## src/rtl/gumnut_alu_pkg.sv

```systemverilog
// rtl/gumnut_alu_pkg.sv - opcode and FSM state encodings for gumnut_alu_seq
package gumnut_alu_pkg;

    typedef enum logic [2:0] {
        ADD  = 3'd0,
        ADDC = 3'd1,
        SUB  = 3'd2,
        SUBC = 3'd3,
        AND  = 3'd4,
        OR   = 3'd5,
        XOR  = 3'd6,
        MASK = 3'd7
    } alu_fn_e;

    typedef enum logic [1:0] {
        SHL = 2'd0,
        SHR = 2'd1,
        ROL = 2'd2,
        ROR = 2'd3
    } shift_fn_e;

    typedef enum logic [1:0] {
        IDLE = 2'd0,
        EXEC = 2'd1,
        DONE = 2'd2
    } state_e;

endpackage

```

## src/rtl/gumnut_shift_step.sv

```systemverilog
// rtl/gumnut_shift_step.sv - combinational one-bit shift/rotate of a DATA_W-bit word
module gumnut_shift_step
    import gumnut_alu_pkg::*;
#(
    parameter int DATA_W = 8
)(
    input  logic [DATA_W-1:0] word,
    input  shift_fn_e         fn,
    output logic [DATA_W-1:0] next_word,
    output logic              bit_out
);

    // bit_out is always the bit leaving the word; for rotates it reappears at the far end
    always_comb begin
        next_word = word;
        bit_out   = 1'b0;
        case (fn)
            SHL: begin
                next_word = {word[DATA_W-2:0], 1'b0};
                bit_out   = word[DATA_W-1];
            end
            SHR: begin
                next_word = {1'b0, word[DATA_W-1:1]};
                bit_out   = word[0];
            end
            ROL: begin
                next_word = {word[DATA_W-2:0], word[DATA_W-1]};
                bit_out   = word[DATA_W-1];
            end
            ROR: begin
                next_word = {word[0], word[DATA_W-1:1]};
                bit_out   = word[0];
            end
        endcase
    end

endmodule

```

## src/rtl/gumnut_alu_seq.sv

```systemverilog
// rtl/gumnut_alu_seq.sv - sequential Gumnut ALU/shifter with registered flags; GUMNUT_ALU_OVF_EN adds ovf_out/cc_v
module gumnut_alu_seq
    import gumnut_alu_pkg::*;
#(
    parameter int DATA_W = 8,
    parameter int CNT_W  = $clog2(DATA_W)
)(
    input  logic              clk,
    input  logic              rst_n,
    input  logic              in_valid,
    output logic              in_ready,
    input  logic              op_shift,
    input  logic [2:0]        alu_fn,
    input  logic [1:0]        shift_fn,
    input  logic [CNT_W-1:0]  count,
    input  logic [DATA_W-1:0] a,
    input  logic [DATA_W-1:0] b,
    output logic              out_valid,
    input  logic              out_ready,
    output logic [DATA_W-1:0] result,
    output logic              carry_out,
    output logic              zero_out,
    output logic              cc_c,
    output logic              cc_z
`ifdef GUMNUT_ALU_OVF_EN
    ,
    output logic              ovf_out,
    output logic              cc_v
`endif
);

    state_e            state;
    logic [DATA_W-1:0] work;
    shift_fn_e         sh_fn;
    logic [CNT_W-1:0]  steps_left;
    logic [DATA_W:0]   alu_sum;
    logic [DATA_W-1:0] step_word;
    logic              step_bit;
    logic              accept;
    logic              start_shift;
    logic              load_now;
    logic              load_step;
    logic [DATA_W-1:0] now_result;
    logic              now_carry;

    assign in_ready    = (state == IDLE) || (state == DONE && out_ready);
    assign accept      = in_valid && in_ready;
    assign start_shift = op_shift && (count != '0);
    assign load_now    = accept && !start_shift;
    assign load_step   = (state == EXEC) && (steps_left == CNT_W'(1));

    // cc_c here is already the value left by an op handed off in this same cycle
    always_comb begin
        alu_sum = '0;
        case (alu_fn_e'(alu_fn))
            ADD:  alu_sum = {1'b0, a} + {1'b0, b};
            ADDC: alu_sum = {1'b0, a} + {1'b0, b} + {{DATA_W{1'b0}}, cc_c};
            SUB:  alu_sum = {1'b0, a} - {1'b0, b};
            SUBC: alu_sum = {1'b0, a} - {1'b0, b} - {{DATA_W{1'b0}}, cc_c};
            AND:  alu_sum = {1'b0, a & b};
            OR:   alu_sum = {1'b0, a | b};
            XOR:  alu_sum = {1'b0, a ^ b};
            MASK: alu_sum = {1'b0, a & ~b};
        endcase
    end

    // a zero-count shift completes immediately with the operand unchanged
    assign now_result = op_shift ? a : alu_sum[DATA_W-1:0];
    assign now_carry  = !op_shift && alu_sum[DATA_W];

    gumnut_shift_step #(.DATA_W(DATA_W)) u_step (
        .word      (work),
        .fn        (sh_fn),
        .next_word (step_word),
        .bit_out   (step_bit)
    );

    always_ff @(posedge clk or negedge rst_n) begin
        if (!rst_n) begin
            state      <= IDLE;
            out_valid  <= 1'b0;
            result     <= '0;
            carry_out  <= 1'b0;
            zero_out   <= 1'b0;
            cc_c       <= 1'b0;
            cc_z       <= 1'b0;
            work       <= '0;
            sh_fn      <= SHL;
            steps_left <= '0;
        end else begin
            if (state == DONE && out_ready && !in_valid) begin
                state     <= IDLE;
                out_valid <= 1'b0;
            end
            if (accept && start_shift) begin
                state      <= EXEC;
                out_valid  <= 1'b0;
                work       <= a;
                sh_fn      <= shift_fn_e'(shift_fn);
                steps_left <= count;
            end
            if (load_now) begin
                state     <= DONE;
                out_valid <= 1'b1;
                result    <= now_result;
                carry_out <= now_carry;
                zero_out  <= (now_result == '0);
                cc_c      <= now_carry;
                cc_z      <= (now_result == '0);
            end
            if (state == EXEC) begin
                work       <= step_word;
                steps_left <= steps_left - CNT_W'(1);
            end
            if (load_step) begin
                state     <= DONE;
                out_valid <= 1'b1;
                result    <= step_word;
                carry_out <= step_bit;
                zero_out  <= (step_word == '0);
                cc_c      <= step_bit;
                cc_z      <= (step_word == '0);
            end
        end
    end

`ifdef GUMNUT_ALU_OVF_EN
    logic alu_ovf;

    // subtraction flips b's sign so add and sub share one signed-overflow test
    assign alu_ovf = !op_shift && !alu_fn[2]
                   && (a[DATA_W-1] == (b[DATA_W-1] ^ alu_fn[1]))
                   && (alu_sum[DATA_W-1] != a[DATA_W-1]);

    always_ff @(posedge clk or negedge rst_n) begin
        if (!rst_n) begin
            ovf_out <= 1'b0;
            cc_v    <= 1'b0;
        end else if (load_now) begin
            ovf_out <= alu_ovf;
            cc_v    <= alu_ovf;
        end else if (load_step) begin
            ovf_out <= 1'b0;
            cc_v    <= 1'b0;
        end
    end
`endif

endmodule

```

## config.mk

```make
export PLATFORM = sky130hd
export DESIGN_NAME = gumnut_alu_seq
export DESIGN_NICKNAME = d
export VERILOG_FILES = /design/src/rtl/gumnut_alu_pkg.sv /design/src/rtl/gumnut_shift_step.sv /design/src/rtl/gumnut_alu_seq.sv
export SDC_FILE = /design/constraint.sdc
export NUM_CORES = 1
export LEC_CHECK = 0
export BUFFER_PORTS_ARGS = -buffer_cell sky130_fd_sc_hd__buf_2
export CAP_MARGIN = 10
export CORE_MARGIN = 3
export CORE_UTILIZATION = 41
export CTS_BUF_LIST = sky130_fd_sc_hd__clkbuf_8
export DETAILED_ROUTE_END_ITERATION = 8
export HOLD_SLACK_MARGIN = 0.06
export PLACE_DENSITY = 0.58
export SLEW_MARGIN = 20
export SYNTH_ARGS = -nofsm -noshare
export SYNTH_HDL_FRONTEND = slang
export SYNTH_SLANG_ARGS = --single-unit
```

## constraint.sdc

```tcl
create_clock -name clk -period 3.1 [get_ports clk]
set_input_delay 0.155 -clock clk [delete_from_list [all_inputs] [get_ports clk]]
set_output_delay 0.155 -clock clk [all_outputs]
set_load 0.02 [all_outputs]
```

-- Word-level counts from Yosys, hierarchy flattened
Cells that the tools add are included.
- reductions and logical operators: 23
- equality and inequality tests: 13
- mux-type cells: 22
- bitwise gates (word level): 5
- add/sub/neg operators: 5
- operators by type and width (cell ; count):
    $pmux W9 S8 ; 1
    $mux W8 ; 5
    $pmux W8 S4 ; 1
    $and A8 B8 Y8 ; 2
    $logic_not A8 Y1 ; 2
    $eq A3 B3 Y1 const B ; 4
    $add A8 B8 Y9 ; 1
    $add A9 B1 Y9 ; 1
    $sub A8 B8 Y9 ; 1
    $sub A9 B1 Y9 ; 1
    $logic_and A1 B1 Y1 ; 8
    $mux W1 ; 8
    $mux W2 ; 4
    $not A8 Y8 ; 1
    $or A8 B8 Y8 ; 1
    $xor A8 B8 Y8 ; 1
    $eq A2 B2 Y1 const B ; 3
    $eq A3 B1 Y1 const B ; 2
    $eq A3 B2 Y1 const B ; 2
    $mux W3 ; 2
    $eq A2 B1 Y1 const B ; 2
    $logic_not A2 Y1 ; 2
    $reduce_bool A2 Y1 ; 2
    $reduce_bool A4 Y1 ; 1
    7 further kinds ; 10
- word-level logic and storage cells: 76
- output and inout bits: 14
- bits of input ports: 29
- bits in registers: 26

-- Longest topological paths before layout
- word-level depth: 8
- depth in mapped cells: 13
- mapped depth without buffers: 13

-- Modules after synthesis
From an unflattened synthesis, not the netlist that was laid out.
- cells, all modules: 409
- area total of the unflattened synthesis: 3233.1 um^2
- modules (own cells, without submodules) (module ; sequential area each (um^2) ; area each (um^2) ; cells each ; instances):
    gumnut_alu_seq ; 625.6 ; 3094.2 ; 395 ; 1
    gumnut_shift_step ; 0.0 ; 138.9 ; 14 ; 1

-- Worst setup path before layout
OpenSTA, ideal clock, no wires.
- kind: input to register
- start: input a[0]
- end: register cc_z
- arrival time: 2.704 ns
- slack: 0.304 ns
- stages: 12
- setup time: 0.092 ns
- required time: 3.008 ns
- path buffers: 0
- path through: ha_1 -> inv_1 -> fa_1 -> inv_1 -> ha_1 -> xor2_1 -> a311oi_1 -> o221ai_1 -> or4_1 -> a211o_1 -> a21o_1 -> o31ai_2
- longest elaborated chain between the ends: 7
- elaborated cells between the ends (all ways): 13
- those cells by class: add/sub: 4; mux: 4; bitwise: 4; reduce/logical: 1
- ends and longest elaborated chain (element ; RTL line ; RTL):
    start, declared ; gumnut_alu_seq.sv:16 ; input logic [DATA_W-1:0] a,
    $sub A8 B8 Y9 / $add A8 B8 Y9 (equally long branches) ; -- ;
    $sub A9 B1 Y9 / $add A9 B1 Y9 (equally long branches) ; gumnut_alu_seq.sv:59, gumnut_alu_seq.sv:57 ;
    $pmux W9 S8 ; gumnut_alu_seq.sv:55 ; case (alu_fn_e'(alu_fn))
    $mux W8 * ; gumnut_alu_seq.sv:68 ; assign now_result = op_shift ? a : alu_sum[DATA_W-1:0];
    $logic_not A8 Y1 * ; gumnut_alu_seq.sv:109 ; cc_z <= (now_result == '0);
    $mux W1 * ; gumnut_alu_seq.sv:102 ; if (load_now) begin
    $mux W1 * ; gumnut_alu_seq.sv:115 ; if (load_step) begin
    end signal, assigned ; gumnut_alu_seq.sv:109 ;
    end signal, assigned ; gumnut_alu_seq.sv:122 ; cc_z <= (step_word == '0);
    end, declared ; gumnut_alu_seq.sv:24 ; output logic cc_z
Mark *: on every way between the ends. The rest lies on a longest branch, timed or not. The select of a mux whose other input is x is not followed.
A chain may end at the register's enable or synchronous reset.

-- Worst setup path in the final report
Ends and elaborated chain as after synthesis.

==> impl_metrics.csv <==
group,metric,value,unit
place,place_hpwl,7730,um
sta,fin_crit,2780,ps
power_and_ir_drop,powerDensity,267,mW/mm2
status,status,"complete, no violations",
drt,first_pass_iters,6,
place,port_buffers,42,
sta,worst_pin_slew,740,ps
global_route,overflow,0,
sta,setup_ws,320,ps
drt,vias,3340,
finish,finish.net_count,515,
sta,max_slew_margin,0.501,
power_and_ir_drop,clockPowerShare,0.207,
drt,wl_met1,4740,um
global_route,grt_pass1_wl,16000,um
synth,yosys_warnings,0,
critical_path,worstPathRequired,3300,ps
critical_path,slowest_delay,500,ps
power_and_ir_drop,swShare,0.391,
clock_network,cts.sinks,25,
sta,fmax,360,MHz
power_and_ir_drop,p_seq_frac,0.337,
clock_network,clockBufferDepth,2,
critical_path,worstSetupPathType,"in2reg",
synth,ys_seq_area_frac,0.194,
job,cap_violations,0,
finish,multi_input_area,0.00235,mm2
finish,fin_area,0.00361,mm2
drt,drt-initial-drc-count,395,
finish,final_common_cell,"buf_2",
power_and_ir_drop,p_int,0.588,mW
finish,ff_latch_area,626,um2
synth,synth_xor_area_frac,0.0399,
synth,syn_nets,475,
critical_path,start_kind,"input port",
clock_network,path_clk_slew,90,ps
drt,maxUsedRoutingLayer,"met4",
power_and_ir_drop,power,0.966,mW
synth,syn_area,0.00323,mm2
place,placed_cell_area,0.00356,mm2
synth,synth_compound_area_frac,0.301,
finish,drive_gt1_frac,0.161,
critical_path,critical_path.cell_chain,"buf_2 > ha_1 > inv_1 > fa_1 > inv_1 > ha_1 > nor2b_1 > o22ai_1 > a211oi_1 > o22ai_1 > or4_1 > a211o_1 > a21o_1 > o31ai_2",
synth,synthAdderAreaFrac,0.129,
floorplan,core-area,0.00745,mm2
finish,syn_to_final_growth,12.0,%
floorplan,io_pins,43,
place,gp_congestion,0.892,
synth,synth_area_per_cell,7.80,um2
power_and_ir_drop,p_sw,0.378,mW
critical_path,critPathArrivalTime,2980,ps
floorplan,die_area,0.00897,mm2
global_route,grt_max_degree,29,
synth,synthCells,414,
place,pre_cts_ws,37.5,ps
drt,dr_wl_met3,703,um
min_path,worstHoldPathType,"in2reg",
floorplan,rows,31,
sta,hold_viol,0,
floorplan,dieHeight,94.7,um
drt,routed-wl-met2,4240,um
clock_network,clk_latency,280,ps
synth,synth_edf_count,0,
sta,tns,0,ps
drt,wl,9830,um
sta,rsz0062_at_grt,"no",
critical_path,worstSetupEndpointType,"flop",
synth,muxShareOfSynthArea,0.0341,
critical_path,path_max_fanout,3,
global_route,antenna_found_initial,0,
sta,min_period_over_period,0.897,
clock_network,cts_root_buf,"clkbuf_8",
clock_network,h-tree-depth,1,
clock_network,cts_tree,"built",
sta,fin_skew,5.16,ps
drt,vias_per_cell,6.05,
synth,synth_cell_types,64,
synth,ys_seq_elements,25,
power_and_ir_drop,leakage,1.64,nW
floorplan,die_x,94.7,um
synth,yosys.area_share.simple,0.226,
finish,fill_cells,765,
drt,wl_per_cell,17.8,um
finish,final_cell_mix,"buf_2, nor2_1, inv_1",
floorplan,initial_utilization,0.433,
sta,report.final.slew_viol_count,0,
finish,antenna_cells,0,
synth,synth_ff_type,"dfrtp_1",
critical_path,cp_slowest_cell,"fa_1",
synth,postSynth.asyncResetShare,1.00,
sta,finalSetupViolCount,0,
power_and_ir_drop,peakVddDrop,0.142,mV
power_and_ir_drop,p_comb_frac,0.456,
synth,synth_top_family_by_area,"compound AO/OA/AOI/OAI gates",
global_route,track_usage,0.223,
clock_network,cts_buffers,3,
drt,drtAntennaViolNets,0,
drt,drc,0,
clock_network,cts_resized,0,
global_route,grt_pass1_vias,3090,
sta,holdWs,71.0,ps
[cell type report]
class / count / share of cell area
repair buffers: 58 / 0.0921
inverters: 35 / 0.0363
well taps: 99 / 0.0343
clock buffers: 3 / 0.0114
flip-flops and latches: 25 / 0.173
multi-input cells: 331 / 0.651
clock inverters: 1 / 0.00138
[flip-flops by register name, summed over array words and instances (netlist names)]
register	flops
result	8
steps_left	3
out_valid	1
work	8
sh_fn	2
state	1
cc_c	1
cc_z	1
[critical path: cells and delay by family]
| family | cells | cell delay, ps |
|---|---|---|
| AOI/OAI and AO/OA | 6 | 1060 |
| adders and majority gates | 3 | 940 |
| buffers and inverters | 3 | 200 |
| and+or+nand+nor | 2 | 610 |
[layer usage]
layer  vias up  track usage
met5         -            0
met4         0       0.0373
met3        22       0.0287
met2       132        0.330
met1      1582        0.346
li1       1604            -
[power by group through the flow]
stage / clock, mW / combinational (mW) / sequential, mW
after floorplan: 0 / 0.304 / 0.332
after global placement: 0 / 0.429 / 0.332
after detailed placement: 0 / 0.432 / 0.332
after CTS: 0.204 / 0.435 / 0.326
after global routing: 0.219 / 0.486 / 0.326
final: 0.199 / 0.440 / 0.326
[Yosys cell counts, types with 5 or more instances]
| cell type | number | area, um2 |
|---|---|---|
| nand3_1 | 11 | 55.1 |
| nand2_1 | 31 | 116 |
| a211oi_1 | 11 | 82.6 |
| nand2b_1 | 10 | 62.6 |
| buf_2 | 9 | 45.0 |
| and2_1 | 6 | 37.5 |
| mux2i_1 | 11 | 110 |
| o21ai_1 | 5 | 25.0 |
| o21ai_0 | 18 | 90.1 |
| nor2b_1 | 5 | 31.3 |
| a31oi_1 | 7 | 43.8 |
| inv_1 | 32 | 120 |
| xnor2_1 | 7 | 61.3 |
| a211o_1 | 5 | 43.8 |
| a21oi_1 | 27 | 135 |
| dfrtp_1 | 25 | 626 |
| ha_1 | 30 | 375 |
| nor2_1 | 37 | 139 |
| a221o_1 | 7 | 70.1 |
| nor3_1 | 10 | 50.1 |
| a221oi_1 | 8 | 70.1 |
| clkbuf_1 | 8 | 30.0 |
[timing repair]
item	in CTS	in global routing
hold buffers	1	0
endpoints found under the hold margin	25	0
setup buffers	0	0
[cells by family (layout without fill, tap and decap cells)]
group	after synthesis	after routing
fa+ha+maj	32	32
xor+xnor	13	13
compound gates	135	135
flops	25	25
buf+inv	58	97
simple gates	140	140
mux	11	11
[metrics by stage]
step | util | instances
finish | 0.485 | 552
global route | 0.485 | 552
CTS | 0.485 | 552
detailed placement | 0.478 | 547
global placement | 0.478 | 547
floorplan | - | 414
[path summary, 6_finish.rpt]
| check | to | cells past startpoint | slack [ps] | start |
|---|---|---|---|---|
| worst min register to register | result[4]$_DFFE_PN0P_ | 2 | 500 | result[4]$_DFFE_PN0P_ |
| worst min-delay path | sh_fn[0]$_DFFE_PN0P_ | 3 | 70 | shift_fn[0] |
| min in group asynchronous | result[6]$_DFFE_PN0P_ | 2 | 390 | rst_n |
| worst max register to register | cc_z$_DFFE_PN0P_ | 10 | 350 | cc_c$_DFFE_PN0P_ |
| worst max-delay path | cc_z$_DFFE_PN0P_ | 14 | 320 | a[0] |
| max in group asynchronous | work[1]$_DFFE_PN0P_ | 2 | 2330 | rst_n |
Power figures use the tool's default switching activity.
